## src/rtl/tensor_loader_if.sv

```systemverilog
// Stream-in / tensor-write bundle for tensor_loader.
// master: pixel source + tile consumer (drives s_*, tensor_ack);
// slave: the loader (drives s_ready, write port, status).
interface tensor_loader_if #(
    parameter int PIX_W = 8,
    parameter int WIDTH = 17
);
    logic [PIX_W-1:0] s_data;
    logic             s_valid;
    logic             s_first;
    logic             s_ready;
    logic             wr_en;
    logic [2:0]       row_addr;
    logic [2:0]       col_addr;
    logic [1:0]       cha_addr;
    logic [WIDTH-1:0] data_out;
    logic             tensor_valid;
    logic             tensor_ack;
    logic             sync_err;

    modport master (
        output s_data, s_valid, s_first, tensor_ack,
        input  s_ready, wr_en, row_addr, col_addr, cha_addr,
        input  data_out, tensor_valid, sync_err
    );

    modport slave (
        input  s_data, s_valid, s_first, tensor_ack,
        output s_ready, wr_en, row_addr, col_addr, cha_addr,
        output data_out, tensor_valid, sync_err
    );
endinterface

```

## src/rtl/tensor_loader.sv

```systemverilog
// Raster pixel stream -> 8x8xNCH tensor writes with fixed-point conversion.
// Ports: clk, rst (sync, active-high), bus (tensor_loader_if.slave).
module tensor_loader #(
    parameter int WIDTH      = 17,
    parameter int PIX_W      = 8,
    parameter int NCH        = 3,
    parameter int ZERO_POINT = 128,
    parameter int FRAC_BITS  = 8
) (
    input  logic            clk,
    input  logic            rst,
    tensor_loader_if.slave  bus
);
    typedef enum logic [1:0] {FILL, DRAIN, HOLD} state_t;

    localparam logic [1:0]       CHA_LAST = 2'(NCH - 1);
    localparam logic [PIX_W-1:0] ZP       = PIX_W'(ZERO_POINT);
    localparam int SW = PIX_W + 1 + FRAC_BITS;
    // One guard bit above the wider of product and output.
    localparam int EW = ((SW > WIDTH) ? SW : WIDTH) + 1;
    localparam logic signed [EW-1:0] MAXV =
        {{(EW-WIDTH+1){1'b0}}, {(WIDTH-1){1'b1}}};
    localparam logic signed [EW-1:0] MINV =
        {{(EW-WIDTH+1){1'b1}}, {(WIDTH-1){1'b0}}};

    state_t state;
    logic [2:0] row, col;
    logic [1:0] cha;

    logic       beat, last, nz;
    logic [2:0] e_row, e_col, n_row, n_col;
    logic [1:0] e_cha, n_cha;

    logic signed [PIX_W:0]  diff;
    logic signed [EW-1:0]   scaled;
    logic [WIDTH-1:0]       sat;

    assign beat = bus.s_valid && bus.s_ready;
    assign nz   = |{row, col, cha};

    // s_first forces the beat to element (0,0,0); the counters then
    // advance from there, which realigns a slipped stream.
    always_comb begin
        e_row = row;
        e_col = col;
        e_cha = cha;
        if (bus.s_first) begin
            e_row = '0;
            e_col = '0;
            e_cha = '0;
        end
        last  = (e_row == 3'd7) && (e_col == 3'd7)
             && (e_cha == CHA_LAST);
        n_row = e_row;
        n_col = e_col;
        n_cha = e_cha + 2'd1;
        if (e_cha == CHA_LAST) begin
            n_cha = '0;
            n_col = e_col + 3'd1;
            if (e_col == 3'd7) n_row = e_row + 3'd1;
        end
    end

    always_comb begin
        diff   = $signed({1'b0, bus.s_data}) - $signed({1'b0, ZP});
        scaled = EW'(diff) <<< FRAC_BITS;
        if (scaled > MAXV)
            sat = MAXV[WIDTH-1:0];
        else if (scaled < MINV)
            sat = MINV[WIDTH-1:0];
        else
            sat = scaled[WIDTH-1:0];
    end

    always_ff @(posedge clk) begin
        if (rst) begin
            state            <= FILL;
            row              <= '0;
            col              <= '0;
            cha              <= '0;
            bus.s_ready      <= 1'b1;
            bus.wr_en        <= 1'b0;
            bus.tensor_valid <= 1'b0;
            bus.sync_err     <= 1'b0;
            bus.row_addr     <= '0;
            bus.col_addr     <= '0;
            bus.cha_addr     <= '0;
            bus.data_out     <= '0;
        end else begin
            bus.wr_en <= beat;
            if (beat) begin
                bus.row_addr <= e_row;
                bus.col_addr <= e_col;
                bus.cha_addr <= e_cha;
                bus.data_out <= sat;
                row          <= n_row;
                col          <= n_col;
                cha          <= n_cha;
                if (bus.s_first && nz) bus.sync_err <= 1'b1;
            end
            unique case (state)
                FILL: begin
                    if (beat && last) begin
                        state       <= DRAIN;
                        bus.s_ready <= 1'b0;
                        row         <= '0;
                        col         <= '0;
                        cha         <= '0;
                    end
                end
                DRAIN: begin
                    state            <= HOLD;
                    bus.tensor_valid <= 1'b1;
                end
                HOLD: begin
                    if (bus.tensor_ack) begin
                        state            <= FILL;
                        bus.tensor_valid <= 1'b0;
                        bus.s_ready      <= 1'b1;
                    end
                end
                default: state <= FILL;
            endcase
        end
    end
endmodule

```

## src/flat_wrapper.sv

```systemverilog
// flat-port wrapper written by rule: the top's interface ports become plain ports
module tensor_loader_flat 
#(
    parameter int WIDTH      = 17,
    parameter int PIX_W      = 8,
    parameter int NCH        = 3,
    parameter int ZERO_POINT = 128,
    parameter int FRAC_BITS  = 8
)
  (clk, rst, bus_s_data, bus_s_valid, bus_s_first, bus_tensor_ack, bus_s_ready, bus_wr_en, bus_row_addr, bus_col_addr, bus_cha_addr, bus_data_out, bus_tensor_valid, bus_sync_err);
  tensor_loader_if #(.PIX_W(PIX_W), .WIDTH(WIDTH)) bus_i ();
  input  logic clk;
  input  logic rst;
  input wire logic [$bits(bus_i.s_data)-1:0] bus_s_data;
  input wire logic [$bits(bus_i.s_valid)-1:0] bus_s_valid;
  input wire logic [$bits(bus_i.s_first)-1:0] bus_s_first;
  input wire logic [$bits(bus_i.tensor_ack)-1:0] bus_tensor_ack;
  output wire logic [$bits(bus_i.s_ready)-1:0] bus_s_ready;
  output wire logic [$bits(bus_i.wr_en)-1:0] bus_wr_en;
  output wire logic [$bits(bus_i.row_addr)-1:0] bus_row_addr;
  output wire logic [$bits(bus_i.col_addr)-1:0] bus_col_addr;
  output wire logic [$bits(bus_i.cha_addr)-1:0] bus_cha_addr;
  output wire logic [$bits(bus_i.data_out)-1:0] bus_data_out;
  output wire logic [$bits(bus_i.tensor_valid)-1:0] bus_tensor_valid;
  output wire logic [$bits(bus_i.sync_err)-1:0] bus_sync_err;
  assign bus_i.s_data = bus_s_data;
  assign bus_i.s_valid = bus_s_valid;
  assign bus_i.s_first = bus_s_first;
  assign bus_i.tensor_ack = bus_tensor_ack;
  assign bus_s_ready = bus_i.s_ready;
  assign bus_wr_en = bus_i.wr_en;
  assign bus_row_addr = bus_i.row_addr;
  assign bus_col_addr = bus_i.col_addr;
  assign bus_cha_addr = bus_i.cha_addr;
  assign bus_data_out = bus_i.data_out;
  assign bus_tensor_valid = bus_i.tensor_valid;
  assign bus_sync_err = bus_i.sync_err;
  tensor_loader #(.WIDTH(WIDTH), .PIX_W(PIX_W), .NCH(NCH), .ZERO_POINT(ZERO_POINT), .FRAC_BITS(FRAC_BITS)) u_core (.clk(clk), .rst(rst), .bus(bus_i));
endmodule
```

## config.mk

```make
export PLATFORM = sky130hd
export DESIGN_NAME = tensor_loader_flat
export DESIGN_NICKNAME = d
export VERILOG_FILES = /design/src/rtl/tensor_loader_if.sv /design/src/rtl/tensor_loader.sv /design/src/flat_wrapper.sv
export SDC_FILE = /design/constraint.sdc
export NUM_CORES = 1
export LEC_CHECK = 0
export CORE_MARGIN = 2
export CORE_UTILIZATION = 41
export CTS_CLUSTER_DIAMETER = 50
export DETAILED_ROUTE_END_ITERATION = 10
export GPL_ROUTABILITY_DRIVEN = 0
export PLACE_DENSITY_LB_ADDON = 0.08
export SETUP_SLACK_MARGIN = 0.4
export SYNTH_ARGS = -nofsm -noshare
export SYNTH_HDL_FRONTEND = slang
export SYNTH_SLANG_ARGS = --single-unit
```

## constraint.sdc

```tcl
create_clock -name clk -period 1.8 [get_ports clk]
set_input_delay 0.54 -clock clk [delete_from_list [all_inputs] [get_ports clk]]
set_output_delay 0.54 -clock clk [all_outputs]
set_load 0.005 [all_outputs]
```

==> flow_summary_export.csv <==
group,metric,value,unit
status,status,"completed",
layout,synthToLayoutAreaGrowth,39.32,%
route,first_iter_violations,58,
layout,fin_util,60.20,%
route,vias,1291,
layout,design_area,1853,um^2
power_and_ir_drop,vdd_drop_max,0.0003750,V
logic_synthesis,synth_seq_cells,30,
setup_path,critPathRequiredTime,2.03,ns
floorplan,ios,42,
setup_path,crit_fanout,5,
setup_path,cp_data_arrival_time,1.79,ns
route,routed_wirelength,3.348,mm
global_routing,grt.total_usage,19.72,%
logic_synthesis,synth_area,1330,um^2
route,wl_per_cell,12.93,um
logic_synthesis,avgSynthCellArea,8.210,um^2
clocking,path_clk_slew,0.09,ns
setup_path,ff2ff_path_depth,6,
global_routing,grt_pass1_vias,1169,
power_and_ir_drop,p_seq_share,55.3,%
power_and_ir_drop,pwr-share-clk,33.9,%
placed_design,postPlaceCellArea,1784,um^2
timing,slew_viol_final,0,
logic_synthesis,synth.largest_area_cell,"dfxtp_1",
floorplan,initial_core_util,43.21,%
global_routing,overflow,0,
floorplan,core,3078,um^2
setup_path,path_class,"reg -> reg",
route,first_pass_iters,4,
layout,final_layout_size_suffix_gt1_share,40.00,%
logic_synthesis,ys_top_cells_by_area,"dfxtp_1, nand2_1, a21oi_1",
power_and_ir_drop,p_sw,0.3148,mW
logic_synthesis,ys_warn_count,0,
timing,hold_viol,0,
timing,skew,0.002462,ns
logic_synthesis,netlist_instances,162,
clocking,cts_tree,"built",
global_routing,grt_pass1_wl,5.168,mm
placed_design,hpwl,2.273,mm
floorplan,row_count,20,
floorplan,dieWidth,60.96,um
clocking,cts_num_sinks,30,
clocking,cts_buffers,5,
route,postRouteAntennaNets,0,
setup_path,r2r_start,"u_core.col[1]",
clocking,ctsLongestPathBuffers,2,
floorplan,die_h,60.96,um
layout,stdcell_count,259,
power_and_ir_drop,swShare,25.16,%
clocking,cts_root_buffer,"clkbuf_4",
hold_path,worstHoldPathCells,2,
setup_path,worstSetupStartpoint,"u_core.col[1]",
placed_design,place_inst,243,
setup_path,setup.worst_path.start_class,"flip-flop",
logic_synthesis,ys_seq_area_share,45.16,%
timing,min_period,1.560,ns
route,drcViolationCount,0,
timing,clock.fmax,640.9,MHz
timing,setup_viol,0,
hold_path,hold_path.class,"reg -> reg",
clocking,clock_latency,0.33,ns
logic_synthesis,synth_top_area_share,45.16,%
timing,holdWs,0.4527,ns
floorplan,die_area,3716,um^2
logic_synthesis,synth.distinct_cells,40,
timing,grt_setup_unrepaired,"true",
layout,nets,229,
power_and_ir_drop,cellPowerDensity,675.1,nW/um^2
layout,layout_commonest_cell,"nand2_1",
clocking,htreeDepth,2,
timing,finalCritPeriodShare,86.69,%
power_and_ir_drop,p_int,0.9361,mW
global_routing,antenna_found_initial,0,
global_routing,grt_max_degree,21,
route,drt-vias-per-instance,4.985,
flow_run,maxCapViolations,0,
hold_path,hp-start,"u_core.bus.data_out[14]",
setup_path,crit_path_end_kind,"flip-flop",
power_and_ir_drop,combPwrFrac,10.8,%
layout,antenna_cells,0,
timing,tns,0,ns
layout,mostFrequentLayoutCells,"nand2_1, buf_2, buf_4",
placed_design,numPortBuffers,33,
power_and_ir_drop,p_leak,0.7662,nW
-- worst max-delay path, stage by stage, from the launching register on --
cell	delay [ns]
dfxtp_2	0.37
nor2b_4	0.18
ha_4	0.15
ha_4	0.13
and4b_2	0.29
nand3_2	0.09
a211o_1	0.26
-- final timing paths --
check | to | slack, ns
max | u_core.bus.s_ready | 0.24
min | u_core.bus.data_out[14] | 0.45
max reg2reg | u_core.bus.s_ready | 0.24
min reg2reg | u_core.bus.data_out[14] | 0.45
-- through the flow --
stage | setup WS (ns) | power (mW)
6_report | 0.2396 | 1.251
5_1_grt | 0.1818 | 1.307
4_1_cts | 0.2583 | 1.259
3_5_place_dp | -0.6147 | 0.8553
3_3_place_gp | -0.5434 | 0.8526
2_1_floorplan | 0.09252 | 0.7793
-- power by group through the flow --
stage	clock network [mW]	logic [mW]	registers (mW)
after detailed placement	0	0.148	0.708
after floorplan	0	0.0726	0.707
final	0.424	0.135	0.692
after CTS	0.433	0.135	0.692
after global routing	0.465	0.149	0.694
after global placement	0	0.146	0.707
-- cell families after synthesis --
group,after synthesis,synth area share (%)
AO/OA/AOI/OAI,34,15.43
buffers and inverters,21,8.654
adder cells (fa/ha/maj),2,1.881
flip-flops,30,45.16
AND/OR/NAND/NOR,73,27.85
multiplexers,1,0.7526
other,1,0.2819
-- layer usage --
| layer | GRT usage, % | routed length [um] | vias up |
|---|---|---|---|
| met4 | 10.87 | 86 | 0 |
| met5 | 0 | 0 | - |
| met3 | 7.249 | 225 | 9 |
| met2 | 31.34 | 1551 | 42 |
| li1 | - | - | 645 |
| met1 | 23.01 | 1484 | 595 |
-- timing repair --
action	in CTS	in global routing
resized for setup	113	4
hold buffers	0	0
pin swaps	5	3
setup endpoints to repair	47	11
setup buffers	6	2
-- sequential cells by signal, indices dropped and copies added, names as in the netlist --
signal	flops
u_core.bus.tensor_valid	1
u_core.bus.cha_addr	2
u_core.bus.data_out	8
u_core.col	3
u_core.bus.s_ready	1
u_core.cha	2
u_core.row	3
u_core.state	2
u_core.bus.col_addr	3
u_core.bus.sync_err	1
u_core.bus.row_addr	3
u_core.bus.wr_en	1
-- layout make-up --
| cell class | count | area [um^2] |
|---|---|---|
| fillers | 295 | 1225 |
| flip-flops and latches | 30 | 629.4 |
| well taps | 44 | 55.05 |
| repair buffers | 55 | 396.6 |
| multi-input cells | 118 | 696.9 |
| clock inverters | 1 | 5.005 |
| inverters | 4 | 15.01 |
| clock buffers | 7 | 55.05 |
-- cells in the mapped netlist --
master and number:
a21oi_1 20, o21ai_0 2, nand2_2 1, nor3b_1 1, nor2_1 11, or4_1 1, buf_2 2, nand3_1 3
and2_1 1, a31o_2 1, nand4b_1 2, nor2b_1 6, a211o_1 1, nand4_1 1, nor4_1 2, nand2b_1 1
nor3_1 1, ha_1 2, a31oi_1 3, nand2_1 33, dfxtp_1 30, clkbuf_1 4, nor4b_1 1, inv_1 4
buf_4 9, mux2i_1 1, and3_1 1, a21bo_2 1, nor3_2 1, a22oi_1 2, buf_1 2, o21a_1 1
and4b_1 1, or4b_4 1, nand3b_1 3, a211oi_1 1, conb_1 1, or3_1 1, a32o_1 1, a21oi_2 1
Note: power is estimated with default switching activity, not from simulation.
